## src/rtl/outbox_uart_tx.sv

```systemverilog
// Drains the OUTBOX ufifo onto a UART 8N1 TX line, LSB first, with registered outputs.
// Define OUTBOX_UART_TX_HEX_EN to send each byte as three ASCII characters: high hex digit, low hex digit, space.
module outbox_uart_tx #(
  parameter int CLKS_PER_BIT = 104,
  parameter int CNT_W        = 16
) (
  input  logic             i_clk,
  input  logic             i_rst,
  input  logic             i_en,
  input  logic             i_empty_n,
  input  logic [7:0]       i_data,
  output logic             o_rd,
  output logic             o_tx,
  output logic             o_busy,
  output logic [CNT_W-1:0] o_sent
);

  typedef enum logic [2:0] {
    S_IDLE,
    S_POP,
    S_START,
    S_DATA,
    S_STOP
  } state_t;

  localparam logic [15:0] BAUD_LAST = 16'(CLKS_PER_BIT - 1);

  state_t           state, state_nxt;
  logic [15:0]      baud, baud_nxt;
  logic [2:0]       idx, idx_nxt;
  logic [7:0]       shift, shift_nxt;
  logic             tx_nxt, rd_nxt, busy_nxt;
  logic [CNT_W-1:0] sent_nxt;
  logic             bit_end;

`ifdef OUTBOX_UART_TX_HEX_EN
  typedef enum logic [1:0] {
    C_HI,
    C_LO,
    C_SP
  } char_t;

  char_t      chr, chr_nxt;
  logic [7:0] byte_q, byte_nxt;

  function automatic logic [7:0] hex_ascii(input logic [3:0] nib);
    return (nib < 4'd10) ? 8'h30 + {4'h0, nib} : 8'h37 + {4'h0, nib};
  endfunction
`endif

  assign bit_end = (baud == BAUD_LAST);

  always_comb begin
    // NOTE: every next-state value defaults to its register so no path through the case infers a latch.
    state_nxt = state;
    baud_nxt  = baud;
    idx_nxt   = idx;
    shift_nxt = shift;
    tx_nxt    = o_tx;
    rd_nxt    = o_rd;
    busy_nxt  = o_busy;
    sent_nxt  = o_sent;
`ifdef OUTBOX_UART_TX_HEX_EN
    chr_nxt   = chr;
    byte_nxt  = byte_q;
`endif

    unique case (state)
      S_IDLE: begin
        tx_nxt = 1'b1;
        if (i_empty_n && i_en) begin
          state_nxt = S_POP;
          rd_nxt    = 1'b1;
          busy_nxt  = 1'b1;
        end
      end

      S_POP: begin
        rd_nxt    = 1'b0;
        sent_nxt  = o_sent + CNT_W'(1);
        tx_nxt    = 1'b0;
        baud_nxt  = '0;
        idx_nxt   = '0;
        state_nxt = S_START;
`ifdef OUTBOX_UART_TX_HEX_EN
        byte_nxt  = i_data;
        chr_nxt   = C_HI;
        shift_nxt = hex_ascii(i_data[7:4]);
`else
        shift_nxt = i_data;
`endif
      end

      S_START: begin
        if (bit_end) begin
          baud_nxt  = '0;
          idx_nxt   = '0;
          tx_nxt    = shift[0];
          state_nxt = S_DATA;
        end else begin
          baud_nxt = baud + 16'd1;
        end
      end

      S_DATA: begin
        if (bit_end) begin
          baud_nxt = '0;
          if (idx == 3'd7) begin
            tx_nxt    = 1'b1;
            state_nxt = S_STOP;
          end else begin
            // The next bit is shift[1] now; shifting keeps it at [0] for the following boundary.
            idx_nxt   = idx + 3'd1;
            tx_nxt    = shift[1];
            shift_nxt = {1'b0, shift[7:1]};
          end
        end else begin
          baud_nxt = baud + 16'd1;
        end
      end

      S_STOP: begin
        if (bit_end) begin
          baud_nxt = '0;
`ifdef OUTBOX_UART_TX_HEX_EN
          unique case (chr)
            C_HI: begin
              chr_nxt   = C_LO;
              shift_nxt = hex_ascii(byte_q[3:0]);
              tx_nxt    = 1'b0;
              state_nxt = S_START;
            end
            C_LO: begin
              chr_nxt   = C_SP;
              shift_nxt = 8'h20;
              tx_nxt    = 1'b0;
              state_nxt = S_START;
            end
            default: begin
              busy_nxt  = 1'b0;
              state_nxt = S_IDLE;
            end
          endcase
`else
          busy_nxt  = 1'b0;
          state_nxt = S_IDLE;
`endif
        end else begin
          baud_nxt = baud + 16'd1;
        end
      end

      default: state_nxt = S_IDLE;
    endcase
  end

  // NOTE: sequential state uses non-blocking assignments so every register samples pre-edge values.
  always_ff @(posedge i_clk) begin
    if (i_rst) begin
      state  <= S_IDLE;
      baud   <= '0;
      idx    <= '0;
      shift  <= '0;
      o_tx   <= 1'b1;
      o_rd   <= 1'b0;
      o_busy <= 1'b0;
      o_sent <= '0;
`ifdef OUTBOX_UART_TX_HEX_EN
      chr    <= C_HI;
      byte_q <= '0;
`endif
    end else begin
      state  <= state_nxt;
      baud   <= baud_nxt;
      idx    <= idx_nxt;
      shift  <= shift_nxt;
      o_tx   <= tx_nxt;
      o_rd   <= rd_nxt;
      o_busy <= busy_nxt;
      o_sent <= sent_nxt;
`ifdef OUTBOX_UART_TX_HEX_EN
      chr    <= chr_nxt;
      byte_q <= byte_nxt;
`endif
    end
  end

endmodule

```

## config.mk

```make
export PLATFORM = sky130hd
export DESIGN_NAME = outbox_uart_tx
export DESIGN_NICKNAME = d
export VERILOG_FILES = /design/src/rtl/outbox_uart_tx.sv
export SDC_FILE = /design/constraint.sdc
export NUM_CORES = 1
export LEC_CHECK = 0
export CAP_MARGIN = 20
export CORE_UTILIZATION = 55
export CTS_CLUSTER_SIZE = 10
export DETAILED_ROUTE_END_ITERATION = 8
export DONT_BUFFER_PORTS = 1
export PLACE_DENSITY = 0.7
export SLEW_MARGIN = 10
export SYNTH_ARGS = -nofsm -noshare
export SYNTH_HDL_FRONTEND = slang
export SYNTH_SLANG_ARGS = --single-unit
```

## constraint.sdc

```tcl
create_clock -name i_clk -period 3.25 [get_ports i_clk]
set_input_delay 0.4875 -clock i_clk [delete_from_list [all_inputs] [get_ports i_clk]]
set_output_delay 0.4875 -clock i_clk [all_outputs]
set_load 0.05 [all_outputs]
```

==> After elaboration in Yosys (flattened, before gate mapping) <==
Cells that the tools add are included.
{ "totals": {"output_inout_bits": 19, "word_cells": 60, "regBits": 49, "inputBits": 12} }
{ "op_classes": {"add_sub_neg": 3, "n_reduce_logical": 15, "mux": 22, "n_eq_ne": 12} }
{ "op_table": {"columns": ["operator", "n"], "rows": [
  ["$add A16 B1 Y16 const B", 2],
  ["$pmux W16 S2", 1],
  ["$mux W3", 7],
  ["$eq A16 B7 Y1 const B", 1],
  ["$mux W16", 1],
  ["$mux W8", 2],
  ["$pmux W8 S2", 1],
  ["$pmux W3 S5", 1],
  ["$ne A2 B2 Y1 const B", 6],
  ["$pmux W3 S3", 1],
  ["$reduce_and A3 Y1", 3],
  ["$reduce_bool A2 Y1", 4],
  ["$eq A3 B2 Y1 const B", 2],
  ["$eq A3 B3 Y1 const B", 2],
  ["$mux W1", 5],
  ["$reduce_and A5 Y1", 1],
  ["$pmux W1 S2", 2],
  ["$pmux W1 S4", 1],
  ["$reduce_and A4 Y1", 1],
  ["$reduce_bool A4 Y1", 1],
  ["$add A3 B1 Y3 const B", 1],
  ["$eq A3 B1 Y1 const B", 1],
  ["$logic_not A3 Y1", 1],
  ["$reduce_bool A3 Y1", 1],
  ["other kinds (3)", 3]
]} }

==> Depth between registers and ports, before layout <==
Gate-level depths: netlist of run 1.
{ "depth": {"depth_word": 4, "ltp_mapped": 7, "mapped_depth_nobuf": 6} }

==> Worst setup path before layout of run 1 <==
Ideal clock, no wire load.
{ "synth_timing": {"path_kind": "reg-to-reg", "startpoint": "reg o_sent[2]", "endpoint": "reg o_sent[13]", "path_buffers": 0, "path_stages_with_launch": 5, "setup_time_ps": 121, "arrival_ps": 1769, "period_less_slack_ps": 1890, "required_ps": 3129, "slack_ps": 1360, "cell_sequence": "dfxtp_1 nand4bb_1 nor4_2 nand3_1 mux2_2"} }
{ "synth_between": {"elab_chain_len": 1} }
{ "synth_lines": {"columns": ["element", "line", "text"], "rows": [
  ["start, declared", "15", "output logic [CNT_W-1:0] o_sent"],
  ["start signal, assigned", "180", "o_sent <= sent_nxt;"],
  ["$add A16 B1 Y16", "80", "sent_nxt = o_sent + CNT_W'(1);"]
]} }
No other way between the ends.
A chain may end at the register's enable or synchronous reset.

==> Final worst setup path of run 1 <==
{ "layout_timing": {"startpoint": "reg state[1]", "endpoint": "reg idx[0]"} }
{ "layout_between": {"elab_chain_len": 3, "elab_cells_between_ends": 9, "cone_classes": "6 x eq/ne; 1 x mux; 2 x reduce/logical"} }
{ "layout_lines": {"columns": ["element", "line", "text"], "rows": [
  ["start, declared", "28", "state_t state, state_nxt;"],
  ["start signal, assigned", "173", "state <= state_nxt;"],
  ["$eq A3 B2 Y1 / $eq A3 B1 Y1 (equally long branches)", "68", "unique case (state)"],
  ["$ne A2 B2 Y1 (no line) / $reduce_bool A3 Y1 (equally long branches)", null, null],
  ["$reduce_and A4 Y1 (no line)", null, null],
  ["end signal, assigned", "175", "idx <= idx_nxt;"],
  ["end, declared", "30", "logic [2:0] idx, idx_nxt;"]
]} }
Parallel ways exist; a longest one is shown, timed or not.

==> flow_summary.toml, run 1 <==
[timing]
hold_viol = 0
setup_tns_ns = 0
fin_crit_sh_pct = 67.3
rsz0062_at_grt = "false"
slew_headroom_pct = 51.7
worst_slew_pin_slew_ns = 0.723
setup_violations = 0
min_period_ns = 2.19
slew_viol_final = 0
fmax_ghz = 0.457
skew_ns = 0.00386

[critical_path]
crit_type = "flop to flop"
max_stage_delay_ns = 0.75
crit_family = "simple AND/OR/NAND/NOR gates"
crit_start = "state[1]"
crit_buf_inv = 0
startpoint_type = "flop"
cp-end-kind = "flop"
r2r-start = "state[1]"
critPathCapture = "idx[0]"
r2r_slack_ns = 1.06
r2r_end = "idx[0]"
crit_path_max_fanout = 23
path_cells = "nand3b_1 -> or3b_1 -> a221oi_2"
r2r_cells = 3
crit_cells = 3
crit_slowest_cell = "dfxtp_1"
required_ns = 3.48
arrival_ns = 2.41

[floorplan]
initial_core_util_pct = 59.0
dieArea_sq_um = 5080
die_w_um = 71.3
row_count = 24
die_h_um = 71.3
core_sq_um = 4470
io_pins = 31

[run_status]
status = "complete, but fails checks"
violations = "design-rule violations"

[routing]
drt_wl_total_um = 5320
drtAntennaViolNets = 0
routedWlPerCell_um = 15.2
first_pass_iters = 6
drt_iter0_markers = 189
vias_per_cell = 6.21
drc = 1
vias = 2181

[placed_design]
postPlaceCellArea_sq_um = 2670
gp_congestion = 0.792
hpwl_um = 3630
io_buffers = 0
dp_cells = 343

[synthesis]
synth-edff-count = 0
ys_seq_area_share_pct = 37.2
postSynthAreaPerCell_sq_um = 8.74
synth.cell_area_sq_um = 2640
netlist_instances = 302
yosysWarnings = 0
synth_ff_type = "dfxtp_1"
ys_seq_elements = 49
syn_nets = 318
yosysUniqueCellTypes = 55
async_flop_share_pct = 0

[grt]
grt_overflow = 0
grt_pass1_vias = 1937
grtUsageTotal_pct = 22.8
antenna_found_initial = 0
grt_max_degree = 50
grt_pass1_wl_um = 9270

[power_and_ir_drop]
clock_power_share_pct = 35.6
vdd.ir_drop.worst_v = 0.000271
p_leak_nw = 1.02
p_int_mw = 0.940
pwr-share-seq_pct = 52.3
power.density_nw_per_um2 = 453
p_comb_share_pct = 12.0
power.switching_mw = 0.324
switching_share_pct = 25.6

[layout]
drive_above_1_share_pct = 13.7
multi_input_area_sq_um = 1540
final_cells = 351
ff_latch_area_sq_um = 981
area_growth_syn_to_layout_pct = 5.64
design_area_sq_um = 2790
fillers = 409
antenna_cells = 0
final_util_pct = 62.3
nets = 314

[clock_network]
cts-root-buf = "clkbuf_8"
clock_latency_ns = 0.30
cts_setup_buffers = 0
clockBufferDepth = 2
cts_max_level = 2
cts_sinks = 49
path_clk_slew_ns = 0.09
cts_tree = "done"
numCtsBuffers = 5
cts_resized = 0
postCtsHoldBufs = 0

[worst_hold_path]
min_path_type = "primary input to flop"

[job]
cap_violations = 0
[flip-flops by register name, indices dropped and copies added (netlist names)]
register	cells
baud	16
idx	3
o_busy	1
o_rd	1
o_sent	16
o_tx	1
shift	8
state	3
[cells by family (layout without fill, tap and decap cells)]
kind of cell,after synthesis,after routing,synth area share [%]
simple gates,134,134,28.5
compound gates,55,55,14.7
flops,49,49,37.2
buf+inv,27,24,4.36
mux,20,20,9.00
xor+xnor,13,13,4.31
fa+ha+maj,4,4,1.90
[layout make-up]
class	count	area share (%)
clock inverters	1	1.08
inverters	10	1.35
multi-input cells	226	55.4
clock buffers	7	3.10
flip-flops and latches	49	35.2
well taps	52	2.33
repair buffers	6	1.62
[cells in the mapped netlist (all sizes together), types with 2 or more instances]
master  instances  share of area [%]
dfxtp          49                 37
nor2           29                4.1
nand2          20                2.8
nand3          16                3.0
nand4          14                3.3
a21oi          11                2.4
a31oi          11                2.6
mux2i          11                4.2
inv            10                1.4
nor2b          10                2.4
buf             9                1.8
mux2            9                4.8
clkbuf          8                1.1
nor3            8                1.5
o21ai           8                1.5
xnor2           8                2.7
and3            7                1.7
nor4            7                2.6
a31o            5                1.7
xor2            5                1.7
ha              4                1.9
o211ai          4                1.1
or3b            4                1.3
and2            3               0.71
and4            3                1.0
or3             3               0.71
a211oi          2               0.57
a221oi          2               0.90
a22o            2               0.66
nand3b          2               0.57
or2             2               0.47
[placed cells by master (no fill, tap or decap), types with 2 or more instances in the layout]
cell type / count
dfxtp_1: 49
nor2_1: 29
nand2_1: 20
nand3_1: 16
nand4_1: 14
a31oi_1: 11
mux2i_1: 11
inv_1: 10
nor2b_1: 10
a21oi_1: 9
nor3_1: 8
xnor2_1: 8
o21ai_0: 8
mux2_4: 7
and3_1: 6
clkbuf_8: 6
buf_4: 6
xor2_1: 5
a31o_2: 5
nor4_2: 4
o211ai_1: 4
ha_1: 4
and4_1: 3
or3_1: 3
and2_1: 3
nor4_1: 3
or3b_1: 2
a21oi_2: 2
or2_2: 2
nand3b_1: 2
or3b_2: 2
a211oi_1: 2
mux2_2: 2
a22o_1: 2
[layer usage]
metal  GRT usage, %  part of all wire (%)  vias to the layer above
met5              0                     0                        -
met4           8.67                   1.2                        0
met3           4.50                   4.7                        5
met2           33.2                    44                       54
met1           33.2                    50                     1021
li1               -                     -                     1101
[stage by stage]
stage	worst slack (ns)	hold WS, ns	total power [mW]
floorplan	1.36	0.438	0.807
global placement	1.13	0.450	0.824
detailed placement	1.08	0.464	0.827
CTS	1.06	0.227	1.28
global route	0.842	0.224	1.32
finish	1.06	0.240	1.26
[power groups by stage]
stage | registers [mW] | logic [mW] | clock network (mW)
after detailed placement | 0.675 | 0.152 | 0
after global routing | 0.666 | 0.165 | 0.487
after CTS | 0.662 | 0.152 | 0.465
after global placement | 0.674 | 0.150 | 0
final | 0.662 | 0.152 | 0.451
after floorplan | 0.672 | 0.135 | 0
[worst min path at each step]
stage | startpoint | endpoint | slack (ns) | cells past startpoint
detailed placement | idx[1] | idx[1] | 0.46 | 2
floorplan | idx[1] | idx[1] | 0.44 | 2
global placement | idx[1] | idx[1] | 0.45 | 2
finish | i_rst | idx[0] | 0.24 | 1
CTS | i_rst | o_sent[12] | 0.23 | 1
global route | i_rst | o_sent[12] | 0.22 | 1
Power figures use the tool's default switching activity.
==> inputs of run 2 (changes only) <==
clock period = 2.2 ns   (was 3.25 ns; I/O delays follow)
==> run 2 against run 1 <==
  * Critical path type unchanged
  * Largest power group unchanged
  * Cell area up 2.8%
  * Critical endpoint is now shift[6]
  * Total power is 40% higher
  * Flip-flop and latch count unchanged
  * Sequential power increased by 46%
  * Non-clock buffer count up 13
  * Sequential share of layout area fell by 0.97 points
  * Utilization rose by 1.8 points
  * Combinational power grew 59%
  * Critical path depth grew 2
  * The run still ends with design-rule violations left
  * Final cell count increased by 3.7%
  * Register-to-register slack worse by 0.91 ns
  * Via count grew 2.1%
==> flow_summary.toml, run 2 (synthesis gave the netlist of run 1 again) <==
[floorplan]
initial_core_util_pct = 59.0
die_h_um = 71.3
die_w_um = 71.3
dieArea_sq_um = 5080
io_pins = 31
core_sq_um = 4470
row_count = 24

[grt]
grtUsageTotal_pct = 22.4
grt_pass1_wl_um = 9070
grt_pass1_vias = 2036
grt_overflow = 0
grt_max_degree = 50
antenna_found_initial = 0

[timing]
setup_tns_ns = 0
setup_violations = 0
fin_ws_ns = 0.150
worst_slew_pin_slew_ns = 0.611
slew_headroom_pct = 58.9
hold_viol = 0
fin_crit_sh_pct = 93.2
skew_ns = 0.00870
min_period_ns = 2.05
slew_viol_final = 0
rsz0062_at_grt = "false"
fmax_ghz = 0.488

[clock_network]
cts-root-buf = "clkbuf_8"
cts_tree = "done"
cts_sinks = 49
clockBufferDepth = 2
postCtsHoldBufs = 0
path_clk_slew_ns = 0.09
cts_max_level = 2
numCtsBuffers = 5
clock_latency_ns = 0.31

[routing]
vias = 2226
drt_wl_total_um = 5400
first_pass_iters = 6
drc = 1
drt_iter0_markers = 227
vias_per_cell = 6.12
drtAntennaViolNets = 0
routedWlPerCell_um = 14.8

[worst_hold_path]
min_path_type = "primary input to flop"
min-delay-start = "i_rst"
whs_endpoint = "o_busy"
holdPathStages = 1

[run_status]
violations = "design-rule violations"
status = "complete, but fails checks"

[power_and_ir_drop]
p_leak_nw = 1.09
vdd.ir_drop.worst_v = 0.000352
power_mw = 1.76
power.density_nw_per_um2 = 615

[critical_path]
r2r_cells = 5
crit_path_max_fanout = 8
crit_type = "flop to flop"
arrival_ns = 2.24
r2r_end = "shift[6]"
r2r-start = "baud[0]"
r2r_slack_ns = 0.15
startpoint_type = "flop"
cp-end-kind = "flop"
crit_start = "baud[0]"
required_ns = 2.39

[layout]
area_growth_syn_to_layout_pct = 8.63
design_area_sq_um = 2870
final_common_cell = "dfxtp_1"
top_regs = "baud x16, o_sent x16, shift x8"
antenna_cells = 0
drive_above_1_share_pct = 17.9
final_util_pct = 64.1
layout_common_cells = "dfxtp_1 (49), nor2_1 (29), nand2_1 (20), buf_4 (19), nand3_1 (16)"
nets = 327
fillers = 386

[placed_design]
hpwl_um = 3780
post-place-ws_ns = 0.123
postPlaceCellArea_sq_um = 2770
io_buffers = 0
gp_congestion = 0.792

[job]
cap_violations = 0
run 2: worst max-delay path, cell delays in order (launching register included):
cell and delay (ns):
dfxtp_1 0.41, ha_1 0.24, and4_1 0.21, nand4_1 0.11, a2111o_2 0.63, mux2_4 0.33
run 2: area by class of cell:
| class | instances | area [sq um] | share of cell area (%) |
|---|---|---|---|
| sequential | 49 | 981 | 34.2 |
| inverter | 10 | 37.5 | 1.31 |
| clock inverter | 2 | 13.8 | 0.480 |
| clock buffer | 6 | 82.6 | 2.88 |
| timing repair buffer | 19 | 143 | 4.97 |
| tap | 52 | 65.1 | 2.27 |
| multi-input combinational | 226 | 1550 | 53.9 |
run 2: what timing repair did:
| action | 4_1_cts | 5_1_grt |
|---|---|---|
| resized for setup | 0 | 1 |
| buffers inserted | 0 | 0 |
| endpoints found under the setup margin | 0 | 4 |
run 2: worst max-delay path by stage:
stage	end	slack, ns	cells past startpoint
after floorplan	o_sent[13]	0.31	4
after global placement	shift[2]	0.19	5
after detailed placement	shift[4]	0.12	5
after CTS	shift[3]	0.1	5
after global routing	shift[1]	0.04	5
final	shift[6]	0.15	5
run 2: layer usage:
| metal | GRT usage [%] | wire length (um) |
|---|---|---|
| met1 | 29.7 | 2500 |
| met2 | 35.4 | 2470 |
| met3 | 6.05 | 358 |
| met4 | 7.78 | 70 |
| met5 | 0 | 0 |
run 2: report_power, final:
group,internal [mW],total (mW),switching (mW)
combinational,0.109,0.242,0.133
sequential,0.917,0.968,0.0515
clock,0.255,0.554,0.299
run 2: per-stage QoR:
step           cells  hold WS, ns
6_report         364       0.0800
5_1_grt          364       0.0591
4_1_cts          364       0.0673
3_5_place_dp     356        0.401
3_3_place_gp     356        0.399
2_1_floorplan    302        0.438
==> inputs of run 3 (changes only) <==
SETUP_SLACK_MARGIN = 0.15   (was unset)
==> run 3 against run 2 <==
  * The run still ends with design-rule violations left
  * Cell area grew 0.83%
  * Flip-flop and latch count stayed put
  * Sequential share of layout area decreased by 0.19 points
  * Maximum frequency increased by 4.0%
  * Final cell count unchanged
  * Clock power about the same
  * Clock-buffer cell count unchanged
  * Register-to-register slack gained 0.08 ns
  * Utilization increased by 0.53 points
  * Combinational power hardly changed
  * Largest cell class unchanged
  * Largest power group unchanged
  * Highest routed layer unchanged
==> flow_summary.toml, run 3 (synthesis gave the netlist of run 1 again) <==
[run_status]
status = "complete, but fails checks"
violations = "design-rule violations"

[critical_path]
required_ns = 2.39
max_stage_delay_ns = 0.64
crit_buf_inv = 0
r2r_slack_ns = 0.23
path_cells = "ha_4 -> and4_1 -> nand4_1 -> a2111o_2 -> mux2_4"
crit_family = "compound AO/OA/AOI/OAI gates"
arrival_ns = 2.16
cp-end-kind = "flop"
crit_type = "flop to flop"
r2r-start = "baud[0]"
crit_start = "baud[0]"
startpoint_type = "flop"
crit_slowest_cell = "a2111o_2"
crit_path_max_fanout = 8
r2r_end = "shift[6]"
r2r_cells = 5

[worst_hold_path]
holdPathStages = 1
min-delay-start = "i_rst"
min_path_type = "primary input to flop"
whs_endpoint = "o_busy"

[power_and_ir_drop]
vdd.ir_drop.worst_v = 0.000351
p_leak_nw = 1.10
clock_power_share_pct = 31.3
p_comb_share_pct = 13.8
power.switching_mw = 0.486
p_int_mw = 1.28
switching_share_pct = 27.5
power.density_nw_per_um2 = 612
power_mw = 1.77
pwr-share-seq_pct = 54.9

[floorplan]
dieArea_sq_um = 5080
core_sq_um = 4470
io_pins = 31
row_count = 24
die_w_um = 71.3
initial_core_util_pct = 59.0
die_h_um = 71.3

[clock_network]
clockBufferDepth = 2
cts_max_level = 2
cts_sinks = 49
clock_latency_ns = 0.30
cts_tree = "done"
postCtsHoldBufs = 0
cts_setup_buffers = 0
path_clk_slew_ns = 0.09
numCtsBuffers = 5
cts-root-buf = "clkbuf_8"

[timing]
slew_headroom_pct = 59.5
fin_crit_sh_pct = 89.6
slew_viol_final = 0
worst_slew_pin_slew_ns = 0.602
rsz0062_at_grt = "false"
hold_viol = 0
min_period_ns = 1.97
setup_violations = 0
setup_tns_ns = 0
skew_ns = 0.00913
fmax_ghz = 0.507

[routing]
routedWlPerCell_um = 15.1
vias_per_cell = 6.22
drtAntennaViolNets = 0
drt_iter0_markers = 259
vias = 2263
first_pass_iters = 7
drc = 1
drt_wl_total_um = 5490

[grt]
grtUsageTotal_pct = 22.4
use_met3_pct = 6.05
grt_pass1_vias = 2037
grt_pass1_wl_um = 9070
grtUsageMet2_pct = 35.4
grt.busiest_layer = "met2"
antenna_found_initial = 0
grt_overflow = 0
grt_max_degree = 50
grtUsageMet1_pct = 29.7

[layout]
layout_common_cells = "dfxtp_1 (47), nor2_1 (29), nand2_1 (20), buf_4 (19), nand3_1 (16)"
final_common_cell = "dfxtp_1"
ff_latch_area_sq_um = 983
antenna_cells = 0
top_regs = "baud x16, o_sent x16, shift x8"
drive_above_1_share_pct = 18.9
final_cells = 364
fillers = 381
area_growth_syn_to_layout_pct = 9.53
multi_input_area_sq_um = 1570
nets = 327

[placed_design]
io_buffers = 0
dp_cells = 356
hpwl_um = 3780
gp_congestion = 0.792

[job]
cap_violations = 0
[run 3: cell counts in the layout (fill, tap and decap cells not counted)]
Identical to the previous run, type by type.
[run 3: worst max-delay path by stage]
stage	depth (start not counted)	to	slack, ns
finish	5	shift[6]	0.23
global route	5	shift[1]	0.15
CTS	5	shift[3]	0.19
detailed placement	5	shift[4]	0.12
global placement	5	shift[2]	0.19
floorplan	4	o_sent[13]	0.31
[run 3: area by class of cell]
class,count,area share (%)
Tap cell,52,2.25
Timing Repair Buffer,19,4.93
Multi-Input combinational cell,226,54.2
Inverter,10,1.30
Clock buffer,6,2.86
Clock inverter,2,0.476
Sequential cell,49,34.0
[run 3: power by group through the flow]
stage / logic [mW] / clock network (mW) / registers (mW)
final: 0.244 / 0.554 / 0.971
after global routing: 0.271 / 0.603 / 0.975
after CTS: 0.243 / 0.574 / 0.968
after detailed placement: 0.242 / 0 / 0.988
after global placement: 0.238 / 0 / 0.988
after floorplan: 0.200 / 0 / 0.992
[run 3: per-layer routing]
| metal | share of wire, % | routed length, um | vias up |
|---|---|---|---|
| met5 | 0 | 0 | - |
| met4 | 1.1 | 59 | 0 |
| met3 | 5.8 | 318 | 4 |
| met2 | 47 | 2560 | 63 |
| met1 | 46 | 2550 | 1060 |
| li1 | - | - | 1136 |
[run 3: per-stage QoR]
step / setup slack (ns) / cell area (sq um) / utilization [%] / hold slack, ns
after floorplan: 0.310 / 2640 / - / 0.438
after global placement: 0.190 / 2770 / 61.9 / 0.399
after detailed placement: 0.123 / 2770 / 61.9 / 0.401
after CTS: 0.188 / 2870 / 64.1 / 0.0673
after global routing: 0.152 / 2890 / 64.6 / 0.0591
final: 0.229 / 2890 / 64.6 / 0.0818
[run 3: timing repair]
item,CTS,global route
setup endpoints to repair,7,11
pin swaps,1,1
cloned,0,0
resized for setup,1,5
[run 3: worst reg2reg max path, delay by kind of cell, from the launching register on]
family | cells | cell delay, ns
compound gates | 1 | 0.64
fa+ha+maj | 1 | 0.17
flops | 1 | 0.40
mux | 1 | 0.33
simple gates | 2 | 0.32
